--- config.mk ---
export PLATFORM = sky130hd
export DESIGN_NAME = bc_write_arbiter_flat
export DESIGN_NICKNAME = d
export VERILOG_FILES = /design/src/rtl/bc_write_arbiter_if.sv /design/src/rtl/bc_write_arbiter.sv /design/src/flat_wrapper.sv
export SDC_FILE = /design/constraint.sdc
export NUM_CORES = 1
export LEC_CHECK = 0
export ABC_CLOCK_PERIOD_IN_PS = 5200
export BUFFER_PORTS_ARGS = -buffer_cell sky130_fd_sc_hd__buf_2
export CORE_UTILIZATION = 53
export CTS_CLUSTER_DIAMETER = 120
export DETAILED_ROUTE_END_ITERATION = 16
export GPL_ROUTABILITY_DRIVEN = 0
export HOLD_SLACK_MARGIN = 0.1
export PLACE_DENSITY_LB_ADDON = 0.3
export SKIP_CTS_REPAIR_TIMING = 1
export SLEW_MARGIN = 10
export SYNTH_ARGS = -nofsm -noshare
export SYNTH_HDL_FRONTEND = slang
export SYNTH_SLANG_ARGS = --single-unit
--- constraint.sdc ---
create_clock -name clk -period 5.2 [get_ports clk]
set_clock_uncertainty 0.15 [all_clocks]
set_input_delay 0.26 -clock clk [delete_from_list [all_inputs] [get_ports clk]]
set_output_delay 0.26 -clock clk [all_outputs]
set_load 0.1 [all_outputs]
--- src/rtl/bc_write_arbiter_if.sv ---
// Handshake bundle shared by the two breadcrumb producers, the write arbiter
// and bc_buffer's controller-side input port.
interface bc_write_arbiter_if #(
  parameter int DATA_W = 16
);
  logic              req0_valid;
  logic              req0_last;
  logic [DATA_W-1:0] req0_data;
  logic              req0_rdy;
  logic              req1_valid;
  logic              req1_last;
  logic [DATA_W-1:0] req1_data;
  logic              req1_rdy;
  logic              buf_valid;
  logic [DATA_W-1:0] buf_data;
  logic              buf_rdy;

  modport master (
    output req0_valid, req0_last, req0_data,
    input  req0_rdy,
    output req1_valid, req1_last, req1_data,
    input  req1_rdy,
    input  buf_valid, buf_data,
    output buf_rdy
  );

  modport slave (
    input  req0_valid, req0_last, req0_data,
    output req0_rdy,
    input  req1_valid, req1_last, req1_data,
    output req1_rdy,
    output buf_valid, buf_data,
    input  buf_rdy
  );
endinterface

--- src/rtl/bc_write_arbiter.sv ---
// Burst-based round-robin arbiter sharing bc_buffer's controller input port
// between the avoidance breadcrumb writer (req0) and the PWM command writer (req1).
module bc_write_arbiter #(
  parameter int DATA_W    = 16,
  parameter int MAX_BURST = 8,
  parameter int CNT_W     = 16
) (
  input  logic               clk,
  input  logic               rst,
  bc_write_arbiter_if.slave  bus,
  output logic [1:0]         grant_o,
  output logic [CNT_W-1:0]   cnt0_o,
  output logic [CNT_W-1:0]   cnt1_o
);

  // State encoding doubles as the one-hot grant vector.
  typedef enum logic [1:0] {
    IDLE = 2'b00,
    GNT0 = 2'b01,
    GNT1 = 2'b10
  } state_e;

  localparam logic [7:0]       MAX_BURST_C = MAX_BURST[7:0];
  localparam logic [CNT_W-1:0] CNT_ONE     = {{(CNT_W-1){1'b0}}, 1'b1};

  state_e           state_q, state_d;
  logic             last_srv_q, last_srv_d;
  logic [7:0]       beat_cnt_q, beat_cnt_d;
  logic [CNT_W-1:0] cnt0_q, cnt0_d;
  logic [CNT_W-1:0] cnt1_q, cnt1_d;

  logic cur_valid_s;
  logic cur_last_s;
  logic beat_s;
  logic burst_end_s;
  logic withdraw_s;

  function automatic state_e pick(input logic v0, input logic v1, input logic last_srv);
    if (v0 && v1) begin
      pick = last_srv ? GNT0 : GNT1;
    end else if (v0) begin
      pick = GNT0;
    end else if (v1) begin
      pick = GNT1;
    end else begin
      pick = IDLE;
    end
  endfunction

  // Select the granted requester's valid/last.
  always_comb begin
    cur_valid_s = 1'b0;
    cur_last_s  = 1'b0;
    case (state_q)
      GNT0: begin
        cur_valid_s = bus.req0_valid;
        cur_last_s  = bus.req0_last;
      end
      GNT1: begin
        cur_valid_s = bus.req1_valid;
        cur_last_s  = bus.req1_last;
      end
      default: begin
        cur_valid_s = 1'b0;
        cur_last_s  = 1'b0;
      end
    endcase
  end

  assign beat_s      = (state_q != IDLE) && cur_valid_s && bus.buf_rdy;
  assign burst_end_s = beat_s && (cur_last_s || ((beat_cnt_q + 8'd1) == MAX_BURST_C));
  assign withdraw_s  = ((state_q == GNT0) || (state_q == GNT1)) && !cur_valid_s;

  // State, priority pointer, burst and debug counters.
  always_ff @(posedge clk or posedge rst) begin
    if (rst) begin
      state_q    <= IDLE;
      last_srv_q <= 1'b1;
      beat_cnt_q <= 8'd0;
      cnt0_q     <= {CNT_W{1'b0}};
      cnt1_q     <= {CNT_W{1'b0}};
    end else begin
      state_q    <= state_d;
      last_srv_q <= last_srv_d;
      beat_cnt_q <= beat_cnt_d;
      cnt0_q     <= cnt0_d;
      cnt1_q     <= cnt1_d;
    end
  end

  // Next-state: grant hand-off at burst end or withdrawal, beat counting otherwise.
  always_comb begin
    state_d    = state_q;
    last_srv_d = last_srv_q;
    beat_cnt_d = beat_cnt_q;
    case (state_q)
      IDLE: begin
        state_d    = pick(bus.req0_valid, bus.req1_valid, last_srv_q);
        beat_cnt_d = 8'd0;
      end
      GNT0: begin
        if (burst_end_s || withdraw_s) begin
          last_srv_d = 1'b0;
          beat_cnt_d = 8'd0;
          if (bus.req1_valid) begin
            state_d = GNT1;
          end else if (burst_end_s) begin
            state_d = GNT0;
          end else begin
            state_d = IDLE;
          end
        end else if (beat_s) begin
          beat_cnt_d = beat_cnt_q + 8'd1;
        end else begin
          beat_cnt_d = beat_cnt_q;
        end
      end
      GNT1: begin
        if (burst_end_s || withdraw_s) begin
          last_srv_d = 1'b1;
          beat_cnt_d = 8'd0;
          if (bus.req0_valid) begin
            state_d = GNT0;
          end else if (burst_end_s) begin
            state_d = GNT1;
          end else begin
            state_d = IDLE;
          end
        end else if (beat_s) begin
          beat_cnt_d = beat_cnt_q + 8'd1;
        end else begin
          beat_cnt_d = beat_cnt_q;
        end
      end
      default: begin
        state_d    = IDLE;
        last_srv_d = 1'b1;
        beat_cnt_d = 8'd0;
      end
    endcase
  end

  // Per-requester accepted-word counters, wrapping.
  always_comb begin
    cnt0_d = cnt0_q;
    cnt1_d = cnt1_q;
    if (beat_s && (state_q == GNT0)) begin
      cnt0_d = cnt0_q + CNT_ONE;
    end else if (beat_s && (state_q == GNT1)) begin
      cnt1_d = cnt1_q + CNT_ONE;
    end else begin
      cnt0_d = cnt0_q;
      cnt1_d = cnt1_q;
    end
  end

  // Zero-latency data path steered by the grant; buf_rdy only reaches the rdy lines.
  always_comb begin
    bus.buf_valid = 1'b0;
    bus.buf_data  = {DATA_W{1'b0}};
    bus.req0_rdy  = 1'b0;
    bus.req1_rdy  = 1'b0;
    case (state_q)
      GNT0: begin
        bus.buf_valid = bus.req0_valid;
        bus.buf_data  = bus.req0_data;
        bus.req0_rdy  = bus.buf_rdy;
      end
      GNT1: begin
        bus.buf_valid = bus.req1_valid;
        bus.buf_data  = bus.req1_data;
        bus.req1_rdy  = bus.buf_rdy;
      end
      default: begin
        bus.buf_valid = 1'b0;
        bus.buf_data  = {DATA_W{1'b0}};
        bus.req0_rdy  = 1'b0;
        bus.req1_rdy  = 1'b0;
      end
    endcase
  end

  assign grant_o = state_q;
  assign cnt0_o  = cnt0_q;
  assign cnt1_o  = cnt1_q;

endmodule

--- src/flat_wrapper.sv ---
// flat-port wrapper written by rule: the top's interface ports become plain ports
module bc_write_arbiter_flat 
#(
  parameter int DATA_W    = 16,
  parameter int MAX_BURST = 8,
  parameter int CNT_W     = 16
)
  (clk, rst, grant_o, cnt0_o, cnt1_o, bus_req0_valid, bus_req0_last, bus_req0_data, bus_req0_rdy, bus_req1_valid, bus_req1_last, bus_req1_data, bus_req1_rdy, bus_buf_valid, bus_buf_data, bus_buf_rdy);
  bc_write_arbiter_if #(.DATA_W(DATA_W)) bus_i ();
  input  logic clk;
  input  logic rst;
  output logic [1:0] grant_o;
  output logic [CNT_W-1:0] cnt0_o;
  output logic [CNT_W-1:0] cnt1_o;
  input wire logic [$bits(bus_i.req0_valid)-1:0] bus_req0_valid;
  input wire logic [$bits(bus_i.req0_last)-1:0] bus_req0_last;
  input wire logic [$bits(bus_i.req0_data)-1:0] bus_req0_data;
  output wire logic [$bits(bus_i.req0_rdy)-1:0] bus_req0_rdy;
  input wire logic [$bits(bus_i.req1_valid)-1:0] bus_req1_valid;
  input wire logic [$bits(bus_i.req1_last)-1:0] bus_req1_last;
  input wire logic [$bits(bus_i.req1_data)-1:0] bus_req1_data;
  output wire logic [$bits(bus_i.req1_rdy)-1:0] bus_req1_rdy;
  output wire logic [$bits(bus_i.buf_valid)-1:0] bus_buf_valid;
  output wire logic [$bits(bus_i.buf_data)-1:0] bus_buf_data;
  input wire logic [$bits(bus_i.buf_rdy)-1:0] bus_buf_rdy;
  assign bus_i.req0_valid = bus_req0_valid;
  assign bus_i.req0_last = bus_req0_last;
  assign bus_i.req0_data = bus_req0_data;
  assign bus_req0_rdy = bus_i.req0_rdy;
  assign bus_i.req1_valid = bus_req1_valid;
  assign bus_i.req1_last = bus_req1_last;
  assign bus_i.req1_data = bus_req1_data;
  assign bus_req1_rdy = bus_i.req1_rdy;
  assign bus_buf_valid = bus_i.buf_valid;
  assign bus_buf_data = bus_i.buf_data;
  assign bus_i.buf_rdy = bus_buf_rdy;
  bc_write_arbiter #(.DATA_W(DATA_W), .MAX_BURST(MAX_BURST), .CNT_W(CNT_W)) u_core (.clk(clk), .rst(rst), .bus(bus_i), .grant_o(grant_o), .cnt0_o(cnt0_o), .cnt1_o(cnt1_o));
endmodule
-- Yosys cells after proc, flatten, opt, wreduce, memory -nomap -nowiden
Index checks and enable logic that the tools add are counted.
- bits in registers: 43
- input bits: 39
- output and inout port bits: 53
- word-level logic and storage cells: 55
- add/subtract/negate cells: 3
- equal/unequal tests: 6
- muxes and demuxes: 22
- bitwise logic cells: 2
- reductions and logical operators: 17
- operators by type and width (kind ; count):
    $add 16x1->16 const B ; 2
    $pmux 16 s2 ; 1
    $mux 8 ; 3
    $mux 2 ; 9
    $add 8x1->8 const B ; 1
    $eq 8x4->1 const B ; 1
    $logic_and 1x1->1 ; 7
    $pmux 2 s3 ; 1
    $mux 1 ; 5
    $ne 2x2->1 const B ; 2
    $pmux 1 s2 ; 2
    $reduce_and 2->1 ; 2
    $logic_or 1x1->1 ; 3
    $ne 3x1->1 const B ; 1
    $pmux 1 s3 ; 1
    $reduce_and 3->1 ; 1
    $eq 2x1->1 const B ; 1
    $eq 2x2->1 const B ; 1
    $logic_not 2->1 ; 1
    $not 1->1 ; 2
    $reduce_bool 2->1 ; 1
    $reduce_or 2->1 ; 1
    $logic_not 1->1 ; 1

-- Longest topological paths before layout
Gate-level depths: netlist of the first run.
- depth in word-level cells: 9
- gate-level depth with buffers: 10
- mapped depth without buffers: 8

-- Least setup slack after synthesis of the first run
Ideal clock, no wire load.
- kind: register to output
- start: register u_core.state_q[1], in the netlist u_core.grant_o[1]
- end: output bus_buf_data[11]
- data arrival time: 3.248 ns
- data required time: 4.790 ns
- slack: 1.542 ns
- stages on the path, launching flop included: 6
- path buffers: 2
- cell sequence: dfrtp_1 > ha_1 > clkbuf_1 > clkbuf_1 > a22oi_1 > nor2_1
- cells in the longest elaborated chain, start to end: 2
- elaborated cells on any way between the ends: 3
- classes of those cells: eq/ne (2); mux (1)
- RTL lines (element ; line ; source):
    start, declared ; bc_write_arbiter.sv:26 ; state_e state_q, state_d;
    start signal, assigned ; bc_write_arbiter.sv:83 ; state_q <= state_d;
    $eq 2x2->1 / $eq 2x1->1 (equally long branches) ; bc_write_arbiter.sv:163 ; case (state_q)
    $pmux 16 s2 (*) ; bc_write_arbiter.sv:163 ;
    end, declared ; flat_wrapper.sv:24 ; output wire logic [$bits(bus_i.buf_data)-1:0] bus_buf_data;
Mark *: on every way between the ends. The rest lies on a longest branch, timed or not.

-- Worst setup path after layout of the first run
- start: register u_core.state_q[1], in the netlist u_core.grant_o[1]
- end: register u_core.beat_cnt_q[5]
- cells in the longest elaborated chain, start to end: 8
- elaborated cells on any way between the ends: 17
- classes of those cells: eq/ne (3); mux (4); reduce/logical (10)
- RTL lines (element ; line ; source):
    $eq 2x2->1 / $eq 2x1->1 (equally long branches) ; bc_write_arbiter.sv:54, bc_write_arbiter.sv:72, bc_write_arbiter.sv:96 ;
    $pmux 1 s2 ; bc_write_arbiter.sv:54 ; case (state_q)
    $logic_and 1x1->1 (2 in a row) ; bc_write_arbiter.sv:70 ; assign beat_s = (state_q != IDLE) && cur_valid_s && bus.buf_rdy;
    $logic_and 1x1->1 ; bc_write_arbiter.sv:71 ; assign burst_end_s = beat_s && (cur_last_s || ((beat_cnt_q + 8'd1) == MAX_BURST_C));
    $logic_or 1x1->1 ; bc_write_arbiter.sv:102, bc_write_arbiter.sv:119 ;
    $mux 8 ; bc_write_arbiter.sv:102 ; if (burst_end_s || withdraw_s) begin
    $mux 8 ; - ;
    end signal, assigned ; bc_write_arbiter.sv:85 ; beat_cnt_q <= beat_cnt_d;
    end, declared ; bc_write_arbiter.sv:28 ; logic [7:0] beat_cnt_q, beat_cnt_d;
Parallel ways exist; a longest one is shown, timed or not.
A chain may end at the register's enable or synchronous reset.

==> summary.md, run 1 <==
| Metric | Value |
|---|---|
| Result of the run | finished clean |
| Clock tree from TritonCTS | done |
| Sequential group share of total power | 0.282 |
| Antenna diodes | 0 |
| Top area cells in the synthesized netlist | dfrtp_1 (43%), xnor2_1 (7.5%), a22oi_1 (4.9%) |
| Maximum achievable frequency | 348 MHz |
| Die width | 70.2 um |
| Layout overhead on the synthesized area | 24.1% |
| Net Sw Power | 686 uW |
| Clock network fraction of total power | 0.200 |
| Overflow left after global routing | 0 |
| Pre-Repair DR Iteration Count | 4 |
| Register bit count reported by yosys | 43 |
| Kind of start point of the critical path | flip-flop |
| DRC violation total after the first TritonRoute iteration | 77 |
| Placed standard-cell area | 2930 um2 |
| Number of synthesis warnings | 0 |
| Main flop type after synthesis | dfrtp_1 |
| Synth Net Count | 300 |
| Count of input and output buffers | 91 |
| Total detailed-routing wirelength | 5.21 mm |
| Clock Root Buffer | clkbuf_8 |
| Cell taking the most area after synthesis | dfrtp_1 |
| Layout filler cell count | 348 |
| Part of the total power dissipated in combinational logic | 0.518 |
| Most common library cell in the layout ignoring fill and taps | buf_2 |
| Period Utilization, post-route | 0.553 |
| Total number of vias | 2138 |
| Post-synth top area share | 0.427 |
| Number of slew-limit violations in the final report | 0 |
| RSZ-0062 raised after global routing | no |
| Critical path class | flip-flop to flip-flop |
| Proportion of layout cells with a drive suffix above 1 | 0.340 |
| Setup TNS | 0 ps |
| Initial Util | 0.558 |
| I/O pin count | 92 |
| Largest buffer count on any clock path | 2 |
| Final hold violation count | 0 |
| VDD IR-drop max | 0.000442 V |
| Number of instances in the synthesized netlist | 254 |
| Clock latency of the later-clocked register in the worst-skew pair | 300 ps |
| Finish-stage setup viols | 0 |
| Final Cell Area | 3060 um2 |
| DP Wirelength | 3.82 mm |
| Fraction of registers with async set/reset | 1.00 |
| Static Leak | 1.66 nW |
| Via count normalized by instance count | 5.40 |
| Standard-cell row count | 24 |
| Antenna violations before repair | 0 |
| HP Class | input pin to flip-flop |
| Clock sink count | 43 |
| DIE HEIGHT | 70.2 um |
| DR WL/cell | 13.1 um |
| Post-Synthesis Mean Instance Area | 9.69 um2 |
| Sequential fraction of the synthesis area | 0.438 |
| Remaining antenna violation count after routing | 0 |
| Total of max-cap violations | 0 |
| Cell area after synthesis | 2460 um2 |
| Clock H-tree levels | 2 |
| Final layout net count | 389 |
| Number of global-route vias before repair | 2052 |
| Worst slack at placement | 2330 ps |
| DRC violations left | 0 |
| Placeable core region | 4410 um2 |
| Distinct cell type count of the synthesized netlist | 48 |
| Element type at the critical path end | flip-flop |
| Time the final worst path needs with I/O delays and setup | 2870 ps |
| Power per unit of standard cell area | 429 nW/um2 |
| Final Worst Setup Slack | 2330 ps |
| Count of flip-flops with a built-in enable after synthesis | 0 |
| CTS clk-pin slew, worst paths | 80 ps |
| Critical path fanouts, max | 26 |
| Data required time at the worst endpoint | 5280 ps |
| CTS buffer count | 5 |
| Worst EP arrival | 2950 ps |
| Full die area | 4920 um2 |
| Measured slew at the worst slew-check pin | 826 ps |
| Commonest cells after routing, fill and taps aside | buf_2 (91), dfrtp_1 (42), nor2_1 (24) |
| Total power draw | 1.31 mW |
| Switch share | 0.524 |
| Global Route Usage Sum | 0.228 |
| Pin count of the biggest net entering global routing | 44 |
| First-pass GRT wire length | 8.96 mm |
| P_int | 624 uW |
| Rel. slew slack | 0.450 |
[area by class of cell]
class                           instances  area [um2]  share of cell area
Sequential cell                        43        1080               0.352
Inverter                               11        41.3              0.0135
Clock inverter                          3        43.8              0.0143
Clock buffer                            5        68.8              0.0225
Tap cell                               52        65.1              0.0213
Multi-Input combinational cell        189        1290               0.421
Timing Repair Buffer                   93         473               0.155
[worst paths after layout]
check / end / cells past startpoint / slack (ps) / startpoint
worst max-delay path: u_core.beat_cnt_q[5]$_DFFE_PP0P_ / 8 / 2330 / u_core.grant_o[1]$_DFFE_PP0P_
min in group asynchronous: u_core.cnt1_o[12]$_DFFE_PP0P_ / 4 / 470 / rst
worst min register to register: u_core.cnt1_o[15]$_DFFE_PP0P_ / 1 / 330 / u_core.cnt1_o[15]$_DFFE_PP0P_
worst min-delay path: u_core.grant_o[1]$_DFFE_PP0P_ / 3 / 160 / bus_req1_valid
max in group asynchronous: u_core.last_srv_q$_DFFE_PP1P_ / 4 / 4060 / rst
worst max register to register: u_core.beat_cnt_q[5]$_DFFE_PP0P_ / 8 / 2330 / u_core.grant_o[1]$_DFFE_PP0P_
[per-layer routing]
metal  part of all wire  track usage  vias up
met5                  0            0        -
met4              0.011       0.0756        0
met3              0.047       0.0635        7
met2               0.49        0.374       50
met1               0.45        0.292     1005
li1                   -            -     1076
[stage by stage]
step                       util  hold slack, ps  std cells
final                     0.692             160        396
after global routing      0.692             148        396
after CTS                 0.690           -62.5        395
after detailed placement  0.665             272        387
after global placement    0.665             272        387
after floorplan               -             283        254
[sequential cells by signal, indices dropped and copies added, names as in the netlist]
signal,count
u_core.beat_cnt_q,8
u_core.cnt1_o,16
u_core.last_srv_q,1
u_core.cnt0_o,16
u_core.grant_o,2
[kinds of logic after synthesis]
kind of cell | Yosys count | share of synthesized area
and+or+nand+nor | 98 | 0.212
xor gates and xnor gates | 30 | 0.107
DFF | 43 | 0.438
muxes | 4 | 0.0178
AOI/OAI and AO/OA | 50 | 0.150
adders and majority gates | 7 | 0.0356
buffers and inverters | 22 | 0.0396
[cells in the mapped netlist (all sizes together) (5+ instances only)]
library cell and n:
dfrtp 42, nor2 25, nand2 22, xnor2 21, a22oi 16, nand3 15, and3 10, inv 10
nand4 9, xor2 9, a31oi 8, ha 7, o21ai 7, a21oi 6, and2 6, buf 6
clkbuf 5
[power groups by stage]
stage	combinational (mW)	clock (mW)	sequential, mW
floorplan	0.497	0	0.456
global placement	0.672	0	0.375
detailed placement	0.679	0	0.376
CTS	0.681	0.269	0.370
global route	0.716	0.281	0.373
finish	0.679	0.263	0.370
[critical path, cell delays in order (launching register included)]
cell	delay (ps)
dfrtp_1	420
inv_1	110
ha_1	700
a22o_2	320
and3_1	230
nand2_1	80
a21oi_2	430
o21ai_0	170
a31oi_1	190
No activity file was read; power rests on OpenSTA's default activity.
==> inputs of run 2 (changes only) <==
ABC_CLOCK_PERIOD_IN_PS = 3000   (was 5200)
CORE_UTILIZATION = 49   (was 53)
clock period = 3 ns   (was 5.2 ns; I/O delays follow)
==> run 2 against run 1 <==
Against the previous run: power grew 74%; sequential power grew 74%; combinational power grew 90%; largest power group unchanged.
==> summary.md, run 2 (same netlist as run 1, synthesis figures left out) <==
| Metric | Value |
|---|---|
| Worst slack at placement | 593 ps (was 2330 ps) |
| Largest buffer count on any clock path | 2 (unchanged) |
| Kind of start point of the critical path | flip-flop (unchanged) |
| Met3 layer usage reported by global route | 0.0470 (was 0.0635) |
| Maximum achievable frequency | 410 MHz (was 348 MHz) |
| Clock Root Buffer | clkbuf_8 (unchanged) |
| DP Wirelength | 4.11 mm (was 3.82 mm) |
| CTS buffer count | 5 (unchanged) |
| DRC violation total after the first TritonRoute iteration | 127 (was 77) |
| Full die area | 5310 um2 (was 4920 um2) |
| Number of global-route vias before repair | 2052 (unchanged) |
| Rel. slew slack | 0.617 (was 0.450) |
| Finish-stage setup viols | 0 (unchanged) |
| Total of max-cap violations | 0 (unchanged) |
| Layout filler cell count | 412 (was 348) |
| Worst hold stages | 5 (was 3) |
| Clock latency of the later-clocked register in the worst-skew pair | 280 ps (was 300 ps) |
| Measured slew at the worst slew-check pin | 574 ps (was 826 ps) |
| RSZ-0062 raised after global routing | no (unchanged) |
| Setup TNS | 0 ps (unchanged) |
| Static Leak | 1.66 nW (about the same) |
| Via count normalized by instance count | 5.23 (was 5.40) |
| Layout overhead on the synthesized area | 27.2% (was 24.1%) |
| Element type at the critical path end | flip-flop (unchanged) |
| Final Worst Setup Slack | 560 ps (was 2330 ps) |
| Clock H-tree levels | 2 (unchanged) |
| GR Util met1 | 0.279 (was 0.292) |
| Count of input and output buffers | 91 (unchanged) |
| Pre-Repair DR Iteration Count | 4 (unchanged) |
| Critical path class | flip-flop to flip-flop (unchanged) |
| Final core utilization | 0.655 (was 0.692) |
| Setup slack, reg-to-reg | 560 ps (was 2330 ps) |
| Remaining antenna violation count after routing | 0 (unchanged) |
| Antenna violations before repair | 0 (unchanged) |
| Data required time at the worst endpoint | 3060 ps (was 5280 ps) |
| Pin count of the biggest net entering global routing | 44 (unchanged) |
| Total detailed-routing wirelength | 5.53 mm (was 5.21 mm) |
| Most common library cell in the layout ignoring fill and taps | buf_2 (unchanged) |
| Worst EP arrival | 2500 ps (was 2950 ps) |
| Die width | 72.9 um (was 70.2 um) |
| DRC violations left | 0 (unchanged) |
| HP Class | input pin to flip-flop (unchanged) |
| CTS clk-pin slew, worst paths | 80 ps (about the same) |
| Global Route Usage Sum | 0.219 (was 0.228) |
| DIE HEIGHT | 72.9 um (was 70.2 um) |
| Number of cells traversed by the worst register-to-register path | 8 (unchanged) |
| Overflow left after global routing | 0 (unchanged) |
| Met2 Usage GRT | 0.380 (was 0.374) |
| Power per unit of standard cell area | 727 nW/um2 (was 429 nW/um2) |
| Worst r2r src | u_core.grant_o[1]$_DFFE_PP0P_ (unchanged) |
| Standard-cell row count | 25 (was 24) |
| Number of slew-limit violations in the final report | 0 (unchanged) |
| I/O pin count | 92 (unchanged) |
| VDD IR-drop max | 0.000681 V (was 0.000442 V) |
| Launching instance or port of the critical path | u_core.grant_o[1]$_DFFE_PP0P_ (unchanged) |
| Time the final worst path needs with I/O delays and setup | 2440 ps (was 2870 ps) |
| Commonest cells after routing, fill and taps aside | buf_2 (91), dfrtp_1 (40), nand2_1 (22) (was buf_2 (91), dfrtp_1 (42), nor2_1 (24)) |
| Total power draw | 2.28 mW (was 1.31 mW) |
| First-pass GRT wire length | 9.20 mm (was 8.96 mm) |
| Endpoint of the most critical register-to-register path | u_core.beat_cnt_q[5]$_DFFE_PP0P_ (unchanged) |
| Clock tree from TritonCTS | done (unchanged) |
| Total number of vias | 2169 (was 2138) |
| Initial Util | 0.515 (was 0.558) |
| DR WL/cell | 13.3 um (was 13.1 um) |
| Critical path fanouts, max | 14 (was 26) |
| Placeable core region | 4790 um2 (was 4410 um2) |
| Antenna diodes | 0 (unchanged) |
| Hold path startpoint | bus_req0_valid (was bus_req1_valid) |
| Final hold violation count | 0 (unchanged) |
| Top Usage Layer GRT | met2 (unchanged) |
| Result of the run | finished clean (unchanged) |
| Period Utilization, post-route | 0.813 (was 0.553) |
| Proportion of layout cells with a drive suffix above 1 | 0.371 (was 0.340) |
| Final layout net count | 393 (was 389) |
| Clock sink count | 43 (unchanged) |
| WHS Endpoint | u_core.last_srv_q$_DFFE_PP1P_ (was u_core.grant_o[1]$_DFFE_PP0P_) |
## run 2: changes by cell type in the layout (fill, tap and decap cells not counted), moves of 3 or more
cell,change
clkbuf_1,+3
nor2_1,-10
nor2_2,+4
nor2_4,+6
buf_4,+3
## run 2: power by group
part,total (mW),switching [mW],internal [mW]
combinational,1.29,1.03,0.264
clock,0.346,0.180,0.165
sequential,0.643,0.0297,0.613
total,2.28,1.24,1.04
## run 2: final cells by class
| cell class | instances | area [um2] | share of cell area |
|---|---|---|---|
| multi-input combinational | 189 | 1340 | 0.429 |
| inverter | 11 | 41.3 | 0.0132 |
| tap | 67 | 83.8 | 0.0268 |
| sequential | 43 | 1080 | 0.345 |
| clock buffer | 8 | 80.1 | 0.0256 |
| timing repair buffer | 97 | 505 | 0.161 |
## run 2: worst max path at each step
stage          slack (ps)                               end
5_1_grt               350  u_core.beat_cnt_q[5]$_DFFE_PP0P_
3_3_place_gp          710  u_core.beat_cnt_q[5]$_DFFE_PP0P_
2_1_floorplan         -30                  bus_buf_data[11]
6_report              560  u_core.beat_cnt_q[5]$_DFFE_PP0P_
3_5_place_dp          590  u_core.beat_cnt_q[5]$_DFFE_PP0P_
4_1_cts               570  u_core.beat_cnt_q[5]$_DFFE_PP0P_
## run 2: metrics by stage
| stage | hold slack (ps) | instances | cell area [um2] |
|---|---|---|---|
| after floorplan | 173 | 254 | 2520 |
| after global placement | 163 | 405 | 3030 |
| after detailed placement | 166 | 405 | 3030 |
| after CTS | -144 | 413 | 3110 |
| after global routing | 187 | 415 | 3130 |
| final | 140 | 415 | 3130 |
## run 2: critical path: stages (launching register included)
cell     delay (ps)
dfrtp_2         430
inv_1           100
ha_1            300
a22o_2          230
and3_1          250
nand2_1         100
a21oi_2         450
o21ai_0         170
a31oi_1         190
## run 2: layer usage
layer	routed length (um)	share of wire	up-vias
li1	-	-	1079
met1	2550	0.46	1036
met2	2760	0.50	50
met3	181	0.033	4
met4	31	0.0056	0
met5	0	0	-
==> inputs of run 3 (changes only) <==
ABC_CLOCK_PERIOD_IN_PS = 2350   (was 3000)
clock period = 2.35 ns   (was 3 ns; I/O delays follow)
==> run 3 against run 2 <==
Against the previous run: final area grew 15%; sequential cell count is the same; worst setup slack got worse by 470 ps; sequential share of layout area down 4.3 points; final cell count rose by 1.7%; critical path depth did not move; non-clock buffer count grew 7; global-route usage rose by 1.7 points; die area unchanged; critical endpoint is now u_core.cnt1_o[14]$_DFFE_PP0P_; largest cell class unchanged.
==> summary.md, run 3 (same netlist as run 1, synthesis figures left out) <==
| Metric | Value |
|---|---|
| Result of the run | finished clean (unchanged) |
| Data required time at the worst endpoint | 2380 ps (was 3060 ps) |
| Routed metal-1 wirelength | 2.71 mm (was 2.55 mm) |
| Most common library cell in the layout ignoring fill and taps | buf_2 (unchanged) |
| Critical path class | flip-flop to flip-flop (unchanged) |
| Period Utilization, post-route | 0.963 (was 0.813) |
| DR WL/cell | 15.5 um (was 13.3 um) |
| Initial Util | 0.515 (unchanged) |
| Critical path fanouts, max | 4 (was 14) |
| Standard-cell row count | 25 (unchanged) |
| Clock tree from TritonCTS | done (unchanged) |
| Static Leak | 1.77 nW (was 1.66 nW) |
| Net Sw Power | 1.78 mW (was 1.24 mW) |
| VDD IR-drop max | 0.000869 V (was 0.000681 V) |
| FF+latch area | 1090 um2 (was 1080 um2) |
| Routed length on met2 | 3.45 mm (was 2.76 mm) |
| Proportion of layout cells with a drive suffix above 1 | 0.456 (was 0.371) |
| Total number of vias | 2306 (was 2169) |
| Measured slew at the worst slew-check pin | 824 ps (was 574 ps) |
| CTS buffer count | 5 (unchanged) |
| Die width | 72.9 um (unchanged) |
| Element type at the critical path end | flip-flop (unchanged) |
| DIE HEIGHT | 72.9 um (unchanged) |
| DRC violation total after the first TritonRoute iteration | 103 (was 127) |
| Count of input and output buffers | 91 (unchanged) |
| Number of cells traversed by the worst register-to-register path | 8 (unchanged) |
| First-pass GRT wire length | 9.79 mm (was 9.20 mm) |
| Overflow left after global routing | 0 (unchanged) |
| Number of slew-limit violations in the final report | 0 (unchanged) |
| Total detailed-routing wirelength | 6.54 mm (was 5.53 mm) |
| Rel. slew slack | 0.450 (was 0.617) |
| Top sig layer | met4 (unchanged) |
| Layout filler cell count | 333 (was 412) |
| Layout overhead on the synthesized area | 46.6% (was 27.2%) |
| Pre-Repair DR Iteration Count | 4 (unchanged) |
| Final layout net count | 400 (was 393) |
| Clock H-tree levels | 2 (unchanged) |
| Area occupied by multi-input gates | 1450 um2 (was 1340 um2) |
| DR WL met3 | 239 um (was 181 um) |
| Antenna diodes | 0 (unchanged) |
| Number of global-route vias before repair | 2170 (was 2052) |
| Antenna violations before repair | 0 (unchanged) |
| Placeable core region | 4790 um2 (unchanged) |
| Switch share | 0.513 (was 0.543) |
| Largest buffer count on any clock path | 2 (unchanged) |
| I/O pin count | 92 (unchanged) |
| Kind of start point of the critical path | flip-flop (unchanged) |
| Clock network fraction of total power | 0.133 (was 0.152) |
| Full die area | 5310 um2 (unchanged) |
| Pin count of the biggest net entering global routing | 23 (was 44) |
| Worst EP arrival | 2290 ps (was 2500 ps) |
| Time the final worst path needs with I/O delays and setup | 2260 ps (was 2440 ps) |
| DRC violations left | 0 (unchanged) |
| Via count normalized by instance count | 5.46 (was 5.23) |
| Total power draw | 3.47 mW (was 2.28 mW) |
| Remaining antenna violation count after routing | 0 (unchanged) |
| Final core utilization | 0.754 (was 0.655) |
| CTS clk-pin slew, worst paths | 80 ps (about the same) |
| Finish-stage setup viols | 0 (unchanged) |
| Clock Root Buffer | clkbuf_8 (unchanged) |
| P_int | 1.69 mW (was 1.04 mW) |
| Power per unit of standard cell area | 961 nW/um2 (was 727 nW/um2) |
| Worst hold stages | 4 (was 5) |
| Maximum achievable frequency | 442 MHz (was 410 MHz) |
| Commonest cells after routing, fill and taps aside | buf_2 (72), dfrtp_1 (37), nand2_1 (22) (was buf_2 (91), dfrtp_1 (40), nand2_1 (22)) |
| Clock latency of the later-clocked register in the worst-skew pair | 300 ps (was 280 ps) |
| Final Cell Area | 3610 um2 (was 3130 um2) |
| Placed standard-cell area | 3450 um2 (was 3030 um2) |
| HP Class | input pin to flip-flop (unchanged) |
| DP Wirelength | 4.48 mm (was 4.11 mm) |
| Final hold violation count | 0 (unchanged) |
| Part of the total power dissipated in combinational logic | 0.627 (was 0.566) |
| Sequential group share of total power | 0.240 (was 0.282) |
| Global Route Usage Sum | 0.236 (was 0.219) |
| Clock sink count | 43 (unchanged) |
| Total of max-cap violations | 0 (unchanged) |
-- run 3: cell count changes in the layout (fill, tap and decap cells not counted), sizes merged --
| cell | change |
|---|---|
| buf | +7 |
| clkbuf | -2 |
| clkinv | +1 |
| clkinvlp | +1 |
-- run 3: power groups by stage --
stage	combinational (mW)	sequential, mW	clock, mW
after floorplan	1.33	1.02	0
after global placement	2.10	0.838	0
after detailed placement	2.12	0.842	0
after CTS	2.13	0.828	0.464
after global routing	2.27	0.838	0.500
final	2.18	0.832	0.463
-- run 3: worst paths after layout --
kind	startpoint	endpoint	slack (ps)
max in group asynchronous	rst	u_core.cnt1_o[7]$_DFFE_PP0P_	1010
worst max-delay path	u_core.grant_o[0]$_DFFE_PP0P_	u_core.cnt1_o[14]$_DFFE_PP0P_	90
worst min register to register	u_core.cnt0_o[15]$_DFFE_PP0P_	u_core.cnt0_o[15]$_DFFE_PP0P_	330
worst max register to register	u_core.grant_o[0]$_DFFE_PP0P_	u_core.cnt1_o[14]$_DFFE_PP0P_	90
min in group asynchronous	rst	u_core.cnt0_o[15]$_DFFE_PP0P_	370
worst min-delay path	bus_req0_valid	u_core.grant_o[1]$_DFFE_PP0P_	160
-- run 3: metrics by stage --
| step | TNS (ps) | setup slack, ps | hold slack [ps] | std cells |
|---|---|---|---|---|
| detailed placement | 0 | 112 | 156 | 410 |
| CTS | 0 | 86.3 | -162 | 418 |
| floorplan | -232 | -75.4 | 141 | 254 |
| finish | 0 | 87.2 | 155 | 422 |
| global route | -5.01 | -5.01 | 179 | 422 |
| global placement | 0 | 183 | 149 | 410 |
-- run 3: area by class of cell --
type	count	area share
Inverter	11	0.0118
Clock buffer	6	0.0201
Multi-Input combinational cell	189	0.403
Clock inverter	2	0.00347
Tap cell	67	0.0232
Timing Repair Buffer	104	0.237
Sequential cell	43	0.302
-- run 3: critical path, cell delays in order (launching register included) --
cell,delay [ps]
dfrtp_4,510
ha_2,220
buf_4,140
nor2b_1,160
and4_1,320
nand4_4,170
nor2_2,220
nand3_1,120
xnor2_1,150
-- run 3: layer usage --
layer,track usage,up-vias
li1,-,1094
met1,0.307,1128
met2,0.397,67
met3,0.0456,17
met4,0.0784,0
met5,0,-
